**src/rtl/pipe_pkg.sv**
```systemverilog
// Shared pipeline definitions: default widths, reset PC, the prefetch-queue entry and a
// saturating-increment helper for the optional statistics counters.
package pipe_pkg;

    localparam int AW_DEF = 16;
    localparam int IW_DEF = 16;
    localparam logic [AW_DEF-1:0] RESET_PC_DEF = '0;

    typedef struct packed {
        logic [IW_DEF-1:0] instr;
        logic [AW_DEF-1:0] pc_plus_1;
    } q_entry_t;

    function automatic logic [31:0] sat_inc(input logic [31:0] v);
        return (v == '1) ? v : v + 32'd1;
    endfunction

endpackage

```
**src/rtl/if_prefetch_unit_if.sv**
```systemverilog
// Fetch-stage bus: instruction-memory read port plus the valid/ready handshake towards decode.
// master = fetch unit, slave = memory/decode environment.
interface if_prefetch_unit_if #(
    parameter int AW = pipe_pkg::AW_DEF,
    parameter int IW = pipe_pkg::IW_DEF
);
    logic [AW-1:0] im_addr;
    logic          im_rd_en;
    logic [IW-1:0] im_rdata;
    logic          id_valid;
    logic          id_ready;
    logic [IW-1:0] instr;
    logic [AW-1:0] pc_plus_1;

    modport master (
        output im_addr, im_rd_en, id_valid, instr, pc_plus_1,
        input  im_rdata, id_ready
    );

    modport slave (
        input  im_addr, im_rd_en, id_valid, instr, pc_plus_1,
        output im_rdata, id_ready
    );
endinterface

```
**src/rtl/if_fetch_queue.sv**
```systemverilog
// DEPTH-entry circular FIFO with push/pop/flush; pointers carry an extra wrap bit so
// full and empty are distinguished without a separate counter.
module if_fetch_queue
    import pipe_pkg::*;
#(
    parameter int  DEPTH   = 4,
    parameter type entry_t = q_entry_t
) (
    input  logic                   clk,
    input  logic                   rst_n,
    input  logic                   push,
    input  logic                   pop,
    input  logic                   flush,
    input  entry_t                 wdata,
    output entry_t                 rdata,
    output logic [$clog2(DEPTH):0] count,
    output logic                   full,
    output logic                   empty
);
    localparam int PW = $clog2(DEPTH);

    logic [PW:0] wr_ptr;
    logic [PW:0] rd_ptr;
    entry_t      mem [DEPTH];
    logic        do_push;
    logic        do_pop;

    assign do_push = push && !flush && (!full || pop);
    assign do_pop  = pop && !empty && !flush;

    always_ff @(posedge clk or negedge rst_n) begin
        if (!rst_n) begin
            wr_ptr <= '0;
            rd_ptr <= '0;
        end else if (flush) begin
            wr_ptr <= '0;
            rd_ptr <= '0;
        end else begin
            if (do_push) wr_ptr <= wr_ptr + (PW+1)'(1);
            if (do_pop)  rd_ptr <= rd_ptr + (PW+1)'(1);
        end
    end

    // NOTE: storage is not reset; the pointers alone decide which entries are valid.
    always_ff @(posedge clk) begin
        if (do_push) mem[wr_ptr[PW-1:0]] <= wdata;
    end

    assign count = wr_ptr - rd_ptr;
    assign empty = (wr_ptr == rd_ptr);
    assign full  = (wr_ptr[PW-1:0] == rd_ptr[PW-1:0]) && (wr_ptr[PW] != rd_ptr[PW]);
    assign rdata = mem[rd_ptr[PW-1:0]];

endmodule

```
**src/rtl/if_prefetch_unit.sv**
```systemverilog
// Instruction-fetch stage: PC, one-cycle-latency IM port and a DEPTH-entry prefetch queue.
// Define IF_STATS_EN to add saturating fetch / flush / credit-stall counters.
module if_prefetch_unit
    import pipe_pkg::*;
#(
    parameter int            AW       = AW_DEF,
    parameter int            IW       = IW_DEF,
    parameter int            DEPTH    = 4,
    parameter logic [AW-1:0] RESET_PC = AW'(RESET_PC_DEF)
) (
    input  logic               clk,
    input  logic               rst_n,
    if_prefetch_unit_if.master bus,
    input  logic [AW-1:0]      alt_pc,
    input  logic               alt_pc_ctrl,
    input  logic               hlt
`ifdef IF_STATS_EN
    ,
    output logic [31:0]        stat_fetch,
    output logic [31:0]        stat_flush,
    output logic [31:0]        stat_full
`endif
);
    localparam int PW = $clog2(DEPTH);

    typedef struct packed {
        logic [IW-1:0] instr;
        logic [AW-1:0] pc_plus_1;
    } entry_t;

    logic [AW-1:0] pc;
    logic          inflight;
    logic          credit_ok;
    logic          issue;
    logic          push;
    logic          pop;
    logic [PW:0]   count;
    logic          full;
    logic          empty;
    entry_t        head;
    entry_t        last;
    entry_t        wdata;

    // The request in flight already owns a slot, so the queue can never overflow.
    assign credit_ok = !full && ((int'(count) + int'(inflight)) < DEPTH);
    // Issue is held off during reset so im_rd_en reads 0 while rst_n is low.
    assign issue     = rst_n && !hlt && !alt_pc_ctrl && credit_ok;
    assign push      = inflight && !alt_pc_ctrl;
    assign pop       = !empty && bus.id_ready && !alt_pc_ctrl;
    // When a response returns, pc has advanced exactly once past its address.
    assign wdata     = entry_t'{instr: bus.im_rdata, pc_plus_1: pc};

    always_ff @(posedge clk or negedge rst_n) begin
        if (!rst_n) begin
            pc       <= RESET_PC;
            inflight <= 1'b0;
            last     <= '0;
        end else begin
            // NOTE: non-blocking assignments so every register samples pre-edge values.
            inflight <= issue;
            if (alt_pc_ctrl) pc <= alt_pc;
            else if (issue)  pc <= pc + AW'(1);
            if (pop)         last <= head;
        end
    end

    if_fetch_queue #(
        .DEPTH   (DEPTH),
        .entry_t (entry_t)
    ) u_queue (
        .clk   (clk),
        .rst_n (rst_n),
        .push  (push),
        .pop   (pop),
        .flush (alt_pc_ctrl),
        .wdata (wdata),
        .rdata (head),
        .count (count),
        .full  (full),
        .empty (empty)
    );

    assign bus.im_addr   = pc;
    assign bus.im_rd_en  = issue;
    assign bus.id_valid  = !empty;
    assign bus.instr     = empty ? last.instr     : head.instr;
    assign bus.pc_plus_1 = empty ? last.pc_plus_1 : head.pc_plus_1;

`ifdef IF_STATS_EN
    always_ff @(posedge clk or negedge rst_n) begin
        if (!rst_n) begin
            stat_fetch <= '0;
            stat_flush <= '0;
            stat_full  <= '0;
        end else begin
            if (issue)                            stat_fetch <= sat_inc(stat_fetch);
            if (alt_pc_ctrl)                      stat_flush <= sat_inc(stat_flush);
            if (!hlt && !alt_pc_ctrl && !credit_ok) stat_full <= sat_inc(stat_full);
        end
    end
`endif

endmodule

```
**src/flat_wrapper.sv**
```systemverilog
// flat-port wrapper written by rule: the top's interface ports become plain ports
module if_prefetch_unit_flat import pipe_pkg::*;
#(
    parameter int            AW       = AW_DEF,
    parameter int            IW       = IW_DEF,
    parameter int            DEPTH    = 4,
    parameter logic [AW-1:0] RESET_PC = AW'(RESET_PC_DEF)
)
  (clk, rst_n, alt_pc, alt_pc_ctrl, hlt, bus_im_addr, bus_im_rd_en, bus_id_valid, bus_instr, bus_pc_plus_1, bus_im_rdata, bus_id_ready);
  if_prefetch_unit_if #(.AW(AW), .IW(IW)) bus_i ();
  input  logic clk;
  input  logic rst_n;
  input  logic [AW-1:0] alt_pc;
  input  logic alt_pc_ctrl;
  input  logic hlt;
  output wire logic [$bits(bus_i.im_addr)-1:0] bus_im_addr;
  output wire logic [$bits(bus_i.im_rd_en)-1:0] bus_im_rd_en;
  output wire logic [$bits(bus_i.id_valid)-1:0] bus_id_valid;
  output wire logic [$bits(bus_i.instr)-1:0] bus_instr;
  output wire logic [$bits(bus_i.pc_plus_1)-1:0] bus_pc_plus_1;
  input wire logic [$bits(bus_i.im_rdata)-1:0] bus_im_rdata;
  input wire logic [$bits(bus_i.id_ready)-1:0] bus_id_ready;
  assign bus_im_addr = bus_i.im_addr;
  assign bus_im_rd_en = bus_i.im_rd_en;
  assign bus_id_valid = bus_i.id_valid;
  assign bus_instr = bus_i.instr;
  assign bus_pc_plus_1 = bus_i.pc_plus_1;
  assign bus_i.im_rdata = bus_im_rdata;
  assign bus_i.id_ready = bus_id_ready;
  if_prefetch_unit #(.AW(AW), .IW(IW), .DEPTH(DEPTH), .RESET_PC(RESET_PC)) u_core (.clk(clk), .rst_n(rst_n), .bus(bus_i), .alt_pc(alt_pc), .alt_pc_ctrl(alt_pc_ctrl), .hlt(hlt));
endmodule
```
**config.mk**
```make
export PLATFORM = sky130hd
export DESIGN_NAME = if_prefetch_unit_flat
export DESIGN_NICKNAME = d
export VERILOG_FILES = /design/src/rtl/pipe_pkg.sv /design/src/rtl/if_prefetch_unit_if.sv /design/src/rtl/if_fetch_queue.sv /design/src/rtl/if_prefetch_unit.sv /design/src/flat_wrapper.sv
export SDC_FILE = /design/constraint.sdc
export NUM_CORES = 1
export LEC_CHECK = 0
export ABC_AREA = 1
export CAP_MARGIN = 5
export CORE_AREA = 2 2 124 126
export CTS_BUF_LIST = sky130_fd_sc_hd__clkbuf_8
export DETAILED_ROUTE_END_ITERATION = 10
export DIE_AREA = 0 0 126 128
export HOLD_SLACK_MARGIN = 0.1
export PLACE_DENSITY = 0.77
export SLEW_MARGIN = 0
export SYNTH_ARGS = -nofsm -noshare
export SYNTH_HDL_FRONTEND = slang
export SYNTH_SLANG_ARGS = --single-unit
export TNS_END_PERCENT = 5
```
**constraint.sdc**
```tcl
create_clock -name clk -period 3.9 [get_ports clk]
set_input_delay 0.39 -clock clk [delete_from_list [all_inputs] [get_ports clk]]
set_output_delay 0.39 -clock clk [all_outputs]
set_load 0.05 [all_outputs]
```
==> reports/metrics.yaml, run 1 <==
global_route:
  grt.overflow.total: 0
  grt_pass1_wl_um: 28300
  grt_pass1_vias: 5509
  antenna_found_initial: 0
  grt_max_degree: 68
  track_usage: 0.226
worst_setup_path:
  worstRegToRegCells: 8
  cp_max_fo: 48
  cp-end-kind: "primary output"
  worstSetupPathType: "flop to primary output"
  critPathLaunchType: "flop"
  cp.required_ns: 3.51
  critical_path_arrival_ns: 2.98
pwr:
  combPwrFrac: 0.380
  p_per_area_nw_per_um2: 604
  internal_power_uw: 3760
  power.share.clock: 0.198
  vdd_drop_max_mv: 0.269
  power_switching_uw: 2050
  power.leakage_uw: 0.00373
  switching_share: 0.353
  seq_power_share: 0.422
layout:
  multiInputGateArea_sq_um: 2430
  final.fill_count: 1097
  diodes: 0
  seqCellArea_sq_um: 5220
  synthToLayoutAreaGrowth_pct: 21.1
  final_layout_size_suffix_gt1_frac: 0.117
  finalNetCount: 846
logic_synthesis:
  synth_common_cells: "nand2_1, edfxtp_1, o21ai_0, nor2_1, dfrtp_1"
  yosysWarnings: 0
  async_reset_ff_frac: 0.301
  synth_compound_area_frac: 0.122
  synth_adder_area_share: 0.0151
  synth_top_family_by_area: "simple AND/OR/NAND/NOR gates"
  synthXorXnorAreaFrac: 0.00883
  syn_inst: 721
  synth_top_area_share: 0.484
  syn_nets: 767
  synth-seq-cells: 183
  synth_cell_types: 30
  yosysSeqAreaShare: 0.658
  synth_area_sq_um: 7940
  synth-edff-count: 128
  yosys.area_share.simple: 0.156
  yosys-top-cells-area: "edfxtp_1, dfrtp_1, o21ai_0, nand2_1, nor2_1"
  yosysMostFrequentCell: "nand2_1"
  synthFlopType: "edfxtp_1"
  synth_top_area_cell: "edfxtp_1"
  synthMuxAreaShare: 0
  syn_area_per_cell_sq_um: 11.0
timing:
  slew_violations: 0
  fin_crit_ns: 3.37
  worst_slew_pin_slew_ns: 1.05
  fin_crit_sh: 0.864
  finClkSkew_ns: 0.0116
  holdWs_ns: 0.173
  setup_viol_count_final: 0
  maxClockFrequency_ghz: 0.297
  relSlewSlack: 0.303
  rsz0062_at_grt: "no"
  hold_viol_final: 0
  setup_tns_ns: 0
clock_tree:
  clock_path_buffers: 2
  cts_tree: "yes"
  path_clk_slew_ns: 0.08
  clk_latency_ns: 0.46
  clock-root-buffer: "clkbuf_8"
  cts_sinks: 183
  htree_levels: 4
  cts_made_buffers: 17
  postCtsHoldBufs: 0
  post_cts_buffers: 0
  cts.repair.resized: 0
die:
  dieArea_sq_um: 16100
  initial_core_util: 0.534
  die_h_um: 128
  die_w_um: 126
  rows: 45
  coreArea_sq_um: 14900
  io_pins: 87
status:
  status: "complete, no violations"
route:
  via_count: 5664
  drtPass1Iterations: 7
  drc: 0
  drt-total-wl_um: 17200
  first_iter_violations: 706
  ant_nets: 0
  vias_per_cell: 5.66
  wire_per_inst_um: 17.2
placed_design:
  dpl.hpwl_um: 10500
  place_congestion: 0.845
  portBuffers: 86
worst_hold_path:
  hp-class: "primary input to asynchronous set/reset pin"
run:
  maxCapViolCount: 0
registers in the layout, indices dropped and copies added (netlist names):
| name | count |
|---|---|
| u_core.u_queue.mem | 128 |
| u_core.inflight | 1 |
| u_core.u_queue.wr_ptr | 3 |
| u_core.u_queue.rd_ptr | 3 |
| u_core.bus.im_addr | 16 |
| u_core.last | 32 |
power by group through the flow:
stage	Combinational [uW]	Clock [uW]	Sequential, uW
after floorplan	1140	0	2520
after global placement	2180	0	2470
after detailed placement	2220	0	2480
after CTS	2230	1170	2450
after global routing	2330	1240	2480
final	2210	1150	2450
final timing paths:
kind,from,endpoint,slack [ns]
hold / removal,rst_n,u_core.last[25],0.17
max in group asynchronous,rst_n,u_core.u_queue.rd_ptr[0],3.19
hold reg to reg,u_core.last[16],u_core.last[16],0.49
setup reg to reg,u_core.u_queue.wr_ptr[0],u_core.u_queue.mem[3][3],1.46
min in group clk,u_core.last[16],u_core.last[16],0.49
setup / recovery,u_core.u_queue.wr_ptr[0],bus_pc_plus_1[3],0.53
per-stage QoR:
step | instances | setup WS [ns] | power (uW) | instance area, sq um | util
floorplan | 721 | 0.682 | 3650 | 7940 | -
global placement | 969 | 1.12 | 4650 | 9260 | 0.623
detailed placement | 969 | 1.00 | 4710 | 9260 | 0.623
CTS | 1001 | 0.443 | 5840 | 9610 | 0.647
global route | 1001 | 0.299 | 6050 | 9610 | 0.647
finish | 1001 | 0.529 | 5810 | 9610 | 0.647
area by class of cell:
| class | count | area share |
|---|---|---|
| clock buffer | 20 | 0.0286 |
| clock inverter | 12 | 0.00833 |
| inverter | 26 | 0.0104 |
| multi-input combinational | 474 | 0.253 |
| sequential | 183 | 0.543 |
| tap | 188 | 0.0245 |
| timing repair buffer | 98 | 0.132 |
placed cells by master (no fill, tap or decap), drive strengths merged:
cell type and instances:
o211ai 1, buf 47, clkinv 1, xor2 4, clkdlybuf4s50 51, fa 1, ha 8, clkbuf 20
a21oi 2, xnor2 4, inv 34, o21ai 134, dfrtp 55, nand2 150, edfxtp 128, o22a 32
nand3 45, nand3b 2, nor2 85, bufinv 1, clkinvlp 2, nand4 6
cell families after synthesis:
family                     Yosys count
and+or+nand+nor                    288
DFF                                183
AOI/OAI and AO/OA                  169
buffers and inverters               64
adders and majority gates            9
xor gates and xnor gates             8
layer usage:
| layer | track usage | routed length [um] | vias up |
|---|---|---|---|
| li1 | - | - | 2676 |
| met4 | 0.0537 | 94 | 0 |
| met2 | 0.359 | 8240 | 228 |
| met5 | 0 | 0 | - |
| met1 | 0.316 | 7530 | 2750 |
| met3 | 0.0580 | 1350 | 10 |
worst max-delay path: stages, from the launching register on:
cell and delay [ns]:
dfrtp_1 0.41, inv_1 0.11, ha_1 0.31, nand2_1 0.05, inv_1 0.14, nand3_4 0.11, inv_2 0.55, buf_4 0.32
nand2_1 0.07, o21ai_0 0.22, buf_12 0.21
Note: power is estimated with default switching activity, not from simulation.
==> run 2: changes to the inputs <==
--- a/config.mk
+++ b/config.mk
@@ -9,6 +9,7 @@
 export CAP_MARGIN = 5
 export CORE_AREA = 2 2 124 126
 export CTS_BUF_LIST = sky130_fd_sc_hd__clkbuf_8
+export CTS_CLUSTER_SIZE = 20
 export DETAILED_ROUTE_END_ITERATION = 10
 export DIE_AREA = 0 0 126 128
 export HOLD_SLACK_MARGIN = 0.1
==> results of run 2 <==
Same layout as run 1: the final DEF is identical, and so are final timing and power.
==> variant (settings of run 2) <==
The package constant `IW_DEF` goes from 16 to 18.
--- a/src/rtl/pipe_pkg.sv
+++ b/src/rtl/pipe_pkg.sv
@@ -4,5 +4,5 @@
 
     localparam int AW_DEF = 16;
-    localparam int IW_DEF = 16;
+    localparam int IW_DEF = 18;
     localparam logic [AW_DEF-1:0] RESET_PC_DEF = '0;
 
Interface: changed (resized bus_im_rdata and bus_instr); port bits go from 87 to 91. The function was not compared with the original's and may differ.
==> variant against run 2 <==
  * Sequential share of layout area rose by 0.41 points
  * Sequential cell count increased by 10
  * Final area grew 4.8%
  * Sequential power grew 6%
  * Synthesized area increased by 5.1%
  * Wire length grew 6.8%
  * Final cell count up 3.6%
  * Setup slack improved by 0.0085 ns
  * Total power up 5.7%
==> variant: results (changes against run 2) <==
- DRT Pass-1 Iters: 5 (was 7)
- Crit path from: u_core.u_queue.rd_ptr[0]$_DFFE_PN0P_ (was u_core.u_queue.wr_ptr[0]$_DFFE_PN0P_)
- Final net count: 884 (was 846)
- Slowest stage delay, CP: 0.75 ns (was 0.55 ns)
- Max reg flops: 136 (was 128)
- Synth Warn #: 0 (unchanged)
- Post-Synth Adder-Cell Area: 0.0144 (was 0.0151)
- Setup Slack @ Placement: 0.980 ns (was 1.00 ns)
- Async SR Flop Fraction: 0.295 (was 0.301)
- Number of global-route vias before repair: 5842 (was 5509)
- Netlist cell types: 31 (was 30)
- Detailed placement HPWL: 11900 microns (was 10500 microns)
- Fillers: 1094 (was 1097)
- Area contributors post-synth: edfxtp_1 49%, dfrtp_1 17%, nand2_1 6.7% (was edfxtp_1 48%, dfrtp_1 17%, o21ai_0 7.6%)
- Post-synthesis sequential area ratio: 0.660 (was 0.658)
- CP max stage cell: clkinv_2 (was inv_2)
- Largest net degree at the start of global routing: 69 (was 68)
- EDFF count, synth: 136 (was 128)
- Outcome: finished clean (unchanged)
- Peak fanout along the critical path: 68 (was 48)
- Share of post-route cells with drive strength above 1: 0.124 (was 0.117)
- Overall global routing resource usage: 0.233 (was 0.226)
- Post-route insts no fill: 1037 (was 1001)
- Arr. time, crit path: 2.97 ns (was 2.98 ns)
- PostCTS Resize Cnt: 0 (unchanged)
- Avg WL per Cell: 17.7 microns (was 17.2 microns)
- Syn Nets: 804 (was 767)
- Post-synthesis compound-gate area fraction: 0.124 (was 0.122)
- DR vias/cell: 5.74 (was 5.66)
- First-pass GRT wire length: 29200 microns (was 28300 microns)
- Peak supply drop: 0.000285 V (was 0.000269 V)
- Initial DRC count: 606 (was 706)
- Synth cell count leaders: 150 x nand2_1, 136 x edfxtp_1, 99 x o21ai_0 (was 146 x nand2_1, 128 x edfxtp_1, 120 x o21ai_0)
- Port buffer count: 90 (was 86)
- Final Skew: 0.00583 ns (was 0.0116 ns)
- Mapped Cells: 756 (was 721)
- R2r startpoint: u_core.u_queue.rd_ptr[1]$_DFFE_PN0P_ (was u_core.u_queue.wr_ptr[0]$_DFFE_PN0P_)
variant: cell count changes in the layout (fill, tap and decap cells not counted), moves of 3 or more:
cell	change
clkinv_1	+3
clkinv_2	+3
inv_1	-6
o21ai_1	+30
nand2_1	+4
clkbuf_8	-3
o21ai_0	-21
edfxtp_1	+8
clkinvlp_4	+3
variant: power by group:
group	internal [mW]	switching, mW
Clock	0.496	0.682
Combinational	1.00	1.37
Sequential	2.42	0.178
Total	3.92	2.23
variant: worst paths after layout:
path                                                         to  slack, ns  cells after the start
max                                               bus_instr[15]       0.54                      5
min                          u_core.bus.im_addr[13]$_DFFE_PN0P_       0.15                      2
max reg2reg                 u_core.u_queue.mem[2][12]$_DFFE_PP_       0.98                      8
min reg2reg                         u_core.last[19]$_DFFE_PN0P_       0.50                      2
max in group asynchronous  u_core.u_queue.rd_ptr[0]$_DFFE_PN0P_       3.20                      2
min in group clk             u_core.bus.im_addr[13]$_DFFE_PN0P_       0.50                      3
variant: critical path, delay by kind of cell (launching register included):
family | cells | cell delay (ns)
buffers and inverters | 2 | 0.94
AOI/OAI and AO/OA | 3 | 0.93
DFF | 1 | 0.63
variant: routing by layer:
metal / wire length (microns) / up-vias / global-route usage
met5: 0 / - / 0
met4: 240 / 0 / 0.0737
met3: 1000 / 18 / 0.0484
met2: 9280 / 216 / 0.394
met1: 7870 / 2914 / 0.307
li1: - / 2801 / -
variant: final cells by class:
cell class | instances | area (sq um) | share of cell area
Clock inverter | 15 | 120 | 0.0119
Inverter | 29 | 113 | 0.0112
Timing Repair Buffer | 102 | 1330 | 0.132
Sequential cell | 193 | 5510 | 0.547
Tap cell | 188 | 235 | 0.0234
Clock buffer | 17 | 234 | 0.0232
Multi-Input combinational cell | 493 | 2520 | 0.251
